[src/rtl/input_confirm_controller.sv]
`default_nettype none
// ============================================================================
//  Module      : input_confirm_controller
//  Description : Debounces the active-low confirm pushbutton and runs the
//                CPU input-request handshake. It latches the switches,
//                sign-extended to 32 bits, on a fresh button press while a
//                request is pending.
//  Revision    : 1.0 - initial release
// ============================================================================
module input_confirm_controller #(
    parameter int DEBOUNCE_CYCLES = 50000,
    parameter int SW_W            = 16
) (
    input  logic            clk_50,
    input  logic            reset,
    input  logic            FLAG_input,
    input  logic            push_confirm,
    input  logic [SW_W-1:0] switches,
    output logic            FPGA_input_confirm,
    output logic [31:0]     input_data,
    output logic            waiting
);

    localparam logic [1:0] c_ST_IDLE      = 2'd0;
    localparam logic [1:0] c_ST_WAIT      = 2'd1;
    localparam logic [1:0] c_ST_CONFIRMED = 2'd2;

    // 27 bits covers any qualification time below 2^27 cycles.
    localparam int                 c_CNT_W    = 27;
    localparam logic [c_CNT_W-1:0] c_CNT_LAST = c_CNT_W'(DEBOUNCE_CYCLES - 1);
    localparam logic [c_CNT_W-1:0] c_CNT_ONE  = c_CNT_W'(1);

    logic               r_sync_a;
    logic               r_sync_b;
    logic               r_stable;
    logic               r_stable_prev;
    logic [c_CNT_W-1:0] r_cnt;
    logic [1:0]         r_state;
    logic [1:0]         w_next_state;
    logic               w_press_edge;
    logic               w_latch;
    logic [31:0]        w_sext;

    // Sign-extend the switch bus to 32 bits from its top bit.
    generate
        if (SW_W < 32) begin : g_sext_pad
            assign w_sext = {{(32 - SW_W){switches[SW_W-1]}}, switches};
        end else begin : g_sext_full
            assign w_sext = switches[31:0];
        end
    endgenerate

    // Two-flop synchronizer followed by the counter-qualified debounce.
    // The idle level of the button is high.
    always_ff @(posedge clk_50) begin
        if (reset) begin
            r_sync_a      <= 1'b1;
            r_sync_b      <= 1'b1;
            r_stable      <= 1'b1;
            r_stable_prev <= 1'b1;
            r_cnt         <= '0;
        end else begin
            r_sync_a      <= push_confirm;
            r_sync_b      <= r_sync_a;
            r_stable_prev <= r_stable;
            if (r_sync_b == r_stable) begin
                r_cnt <= '0;
            end else if (r_cnt == c_CNT_LAST) begin
                r_stable <= r_sync_b;
                r_cnt    <= '0;
            end else begin
                r_cnt <= r_cnt + c_CNT_ONE;
            end
        end
    end

    // A press is a falling edge of the debounced level.
    assign w_press_edge = r_stable_prev & ~r_stable;

    // Next-state logic. An abort (flag low) takes priority over a press.
    always_comb begin
        w_next_state = r_state;
        w_latch      = 1'b0;
        case (r_state)
            c_ST_IDLE: begin
                if (FLAG_input) w_next_state = c_ST_WAIT;
            end
            c_ST_WAIT: begin
                if (!FLAG_input) begin
                    w_next_state = c_ST_IDLE;
                end else if (w_press_edge) begin
                    w_next_state = c_ST_CONFIRMED;
                    w_latch      = 1'b1;
                end
            end
            c_ST_CONFIRMED: begin
                if (!FLAG_input) w_next_state = c_ST_IDLE;
            end
            default: w_next_state = c_ST_IDLE;
        endcase
    end

    // State register. The outputs are registered from the next state so that
    // each one tracks its state exactly, with no extra cycle of delay.
    always_ff @(posedge clk_50) begin
        if (reset) begin
            r_state            <= c_ST_IDLE;
            FPGA_input_confirm <= 1'b0;
            waiting            <= 1'b0;
            input_data         <= '0;
        end else begin
            r_state            <= w_next_state;
            FPGA_input_confirm <= (w_next_state == c_ST_CONFIRMED);
            waiting            <= (w_next_state == c_ST_WAIT);
            if (w_latch) input_data <= w_sext;
        end
    end

endmodule
`default_nettype wire

[config.mk]
export PLATFORM = sky130hd
export DESIGN_NAME = input_confirm_controller
export DESIGN_NICKNAME = d
export VERILOG_FILES = /design/src/rtl/input_confirm_controller.sv
export SDC_FILE = /design/constraint.sdc
export NUM_CORES = 1
export LEC_CHECK = 0
export ABC_AREA = 1
export ABC_CLOCK_PERIOD_IN_PS = 1570
export CAP_MARGIN = 40
export CORE_MARGIN = 5
export CORE_UTILIZATION = 50
export CTS_BUF_LIST = sky130_fd_sc_hd__clkbuf_16
export CTS_CLUSTER_DIAMETER = 120
export DETAILED_ROUTE_END_ITERATION = 10
export PLACE_DENSITY = 0.79
export SLEW_MARGIN = 0
export SYNTH_ARGS = -nofsm -noshare
export SYNTH_HDL_FRONTEND = slang
export SYNTH_SLANG_ARGS = --single-unit
[constraint.sdc]
create_clock -name clk_50 -period 1.57 [get_ports clk_50]
set_input_delay 0.314 -clock clk_50 [delete_from_list [all_inputs] [get_ports clk_50]]
set_output_delay 0.314 -clock clk_50 [all_outputs]
set_load 0.1 [all_outputs]
# --- Word-level counts from Yosys, hierarchy flattened ---
# Index checks and enable logic that the tools add are counted.
classes:
  n_bitwise: 3
  n_reduce_logical: 3
  n_eq_ne: 6
  add_sub_neg: 1
  n_mux: 8
op_table:
  columns: ["cell", "count"]
  rows:
  - ["27-bit by 1-bit adder with 27-bit output, second input constant", 1]
  - ["27-bit by 16-bit == test with 1-bit output, second input constant", 1]
  - ["2-bit 2-to-1 mux", 4]
  - ["2-bit case mux with 3 select lines", 1]
  - ["2-bit by 1-bit == test with 1-bit output, second input constant", 2]
  - ["2-bit == test, second input constant", 2]
  - ["1-bit 2-to-1 mux", 3]
  - ["3-bit OR reduction", 1]
  - ["2-bit logical NOT", 1]
  - ["1-bit NOT", 2]
  - ["2-bit AND reduction", 1]
  - ["1-bit AND", 1]
  - ["1-bit == test", 1]
word_totals:
  inputBits: 20
  regBits: 51
  word_cells: 30
  out_inout_bits: 34

# --- Logic depth before layout (Yosys ltp) ---
logic_depth:
  ltp_word: 6
  depth_mapped: 9
  mapped_depth_nobuf: 9

# --- Worst setup path after synthesis ---
# Ideal clock, no wire load.
synth_path:
  path_type: "reg2out"
  startpoint: "reg, netlist name input_data[15]"
  endpoint: "out input_data[16]"
  t_required_ns: 1.256
  stages_incl_launch_ff: 2
  t_arrival_ns: 1.639
  path_slack_ns: -0.383
  n_path_buf: 1
  cell_sequence: "dfxtp_1 buf_4"
synth_rtl:
  columns: ["element", "line", "rtl"]
  rows:
  - ["end, declared", "20", "output logic [31:0] input_data,"]
# No word-level cell between the ends.

# --- Final worst setup path ---
layout_path:
  startpoint: "reg, netlist name input_data[15]"
  endpoint: "out input_data[15]"
# No word-level cell between the ends.

==> results.md <==
* Crit-path max cell delay at 0.44 ns
* Hold Fails Final Rpt at 0
* Hpwl dp at 4580 um
* Yosys cell types at 29
* Reg power frac at 0.528
* Sequential fraction of the synthesis area at 0.417
* Cell Area, Synth at 0.00245 sq mm
* PD cells at 701 mW/mm^2
* First-pass GRT wire length at 9810 um
* I/O pin cnt at 54
* Critical path type: reg -> out
* Area Growth Syn to Fin at 43.9%
* Final setup viols at 0
* Setup TNS at 0 ns
* Crit-path cells: buf_4 > buf_12
* GR Overflow Total at 0
* Final RePlAce weighted congestion at 0.952
* Flops & latches, synth at 51
* Syn avg cell area at 7.13 sq um
* Initial antenna violation count at 0
* CP max FO at 5
* Vias at 2,293
* Crit share post-route at 0.940
* Most common cell after layout, fill and taps aside: nor2_1
* Nets at 415
* Fin Clk Skew at 0.00536 ns
* Critical-path top delay cell: dfxtp_2
* Multi-input combinational cell area at 0.00121 sq mm
* # clock sinks at 51
* # diodes at 0
* Synth warn at 0
* Slew Viols, Final at 0
* # DRC at 0
* Row Count at 25
* Die X at 79.9 um
* Clock Power Share at 0.433
* Fmax at 677 MHz
* CTS Buf Count at 5
* Switching pwr at 524 uW
* Initial Util at 0.518
* Core region area at 0.00472 sq mm
* Arr. time, crit path at 1.16 ns
* Gr usage total at 0.195
* Register area at 0.00102 sq mm
* Fin area at 0.00352 sq mm
* Leakage at 1.21 nW
* Hold/Removal Path Class: reg -> reg
* Die area at 0.00639 sq mm
* Clk_lat worst skew at 0.29 ns
* Post-layout min period at 1.48 ns
* PortBufs at 53
* Die height at 79.9 um
* DR vias/cell at 4.96
* CP endpoint kind: primary output
* Buf/Inv on CP at 2
* Power Total at 2.47 mW
* Post-DP Area at 0.00334 sq mm
* Final core occ at 0.745
* CTS H-tree lvls at 2
* Starting DRT DRC Count at 98
* Vias in the first global route at 2,256
* Post-synth net total at 364
* Commonest cells after routing, fill and taps aside: nor2_1 (90), nand2_1 (70), dfxtp_1 (50)
* Worst-Margin Slew at 0.464 ns
* Hold Buf Count CTS at 0
* Worst endpoint required time at 1.26 ns
* Layout cell share with drive strength beyond 1 at 0.213
* Crit start category: flip-flop
* Drt wl/cell at 12.9 um
* Slew HR at 0.690
* Clk buf depth at 2
* Cells after Synth at 343
* Max Cap Viol at 0
* Delay-heaviest family, CP: flip-flops
* Drt first pass iters at 4
* Worst-path clk slew at 0.07 ns
* Post-route antenna net violation count at 0
* CTS root buf: clkbuf_16
* IR drop worst, VDD at 0.591 mV
* Combinational power share at 0.039
* Routed wire length at 5960 um
* Fillers at 328
* Int Pwr at 1.94 mW
* Sw Ratio at 0.212
* Largest net degree at the start of global routing at 27
* Status: finished clean
* CTS tree: built
-- cells in the mapped netlist, drive strengths merged --
library cell  number  share of area
dfxtp             51           0.42
nand4              2         0.0051
nor3               3          0.011
inv               24          0.037
xor2               1         0.0036
and2               1         0.0026
xnor2              9          0.032
clkbuf             2         0.0036
nor2             100           0.17
o21ai             17          0.035
nand3             22          0.053
or2                4          0.010
buf               19          0.062
ha                 1         0.0051
a21oi             14          0.038
nand2             73           0.12
-- worst register-to-register path: stages, from the launching register on --
cell     delay, ns
dfxtp_1       0.38
ha_4          0.17
nand4_1       0.16
nor2_2        0.18
nand3_2       0.14
buf_4         0.18
nand2_1       0.05
nand3_1       0.07
-- stage by stage --
stage                     hold WS [ns]  worst slack, ns  instances
final                            0.423           0.0937        462
after CTS                        0.430          0.00401        462
after global placement           0.393          -0.0344        454
after floorplan                  0.386           0.0732        343
after global routing             0.443         -0.00257        462
after detailed placement         0.413           -0.123        454
-- registers in the layout (all words and copies together), names as in the netlist --
signal,flops
r_cnt,27
FPGA_input_confirm,1
r_stable_prev,1
r_sync_b,1
waiting,1
r_state,2
r_stable,1
input_data,16
r_sync_a,1
-- cell type report --
cell class,instances,share of cell area
Inverter,24,0.0256
Clock buffer,5,0.0355
Clock inverter,3,0.00569
Tap cell,67,0.0238
Multi-Input combinational cell,247,0.343
Sequential cell,51,0.290
Timing Repair Buffer,65,0.276
-- repair_timing --
item	in CTS	in global routing
setup endpoints to repair	0	27
hold endpoints to repair	0	0
setup buffers	0	0
gates resized for setup	0	5
-- logic make-up after synthesis --
| family | synth area share |
|---|---|
| and+or+nand+nor | 0.367 |
| DFF | 0.417 |
| buffers and inverters | 0.102 |
| AOI/OAI and AO/OA | 0.0726 |
| xor gates and xnor gates | 0.0358 |
| adders and majority gates | 0.00511 |
-- power by group through the flow --
stage	combinational (mW)	sequential (mW)	clock [mW]
2_1_floorplan	0.0224	1.34	0
3_3_place_gp	0.0943	1.33	0
3_5_place_dp	0.0961	1.33	0
4_1_cts	0.0968	1.30	1.08
5_1_grt	0.104	1.30	1.13
6_report	0.0971	1.30	1.07
-- worst paths after layout --
path              slack [ns]  cells after the start      startpoint              to
setup / recovery        0.09                      2  input_data[15]  input_data[15]
hold / removal          0.42                      1        r_sync_a        r_sync_b
setup reg to reg        0.12                      7        r_cnt[0]        r_stable
hold reg to reg         0.42                      1        r_sync_a        r_sync_b
-- layer usage --
metal,up-vias,track usage,part of all wire
li1,1163,-,-
met1,1052,0.206,0.39
met2,65,0.350,0.52
met3,13,0.0677,0.077
met4,0,0.0760,0.018
met5,-,0,0
No activity file was read; power rests on OpenSTA's default activity.
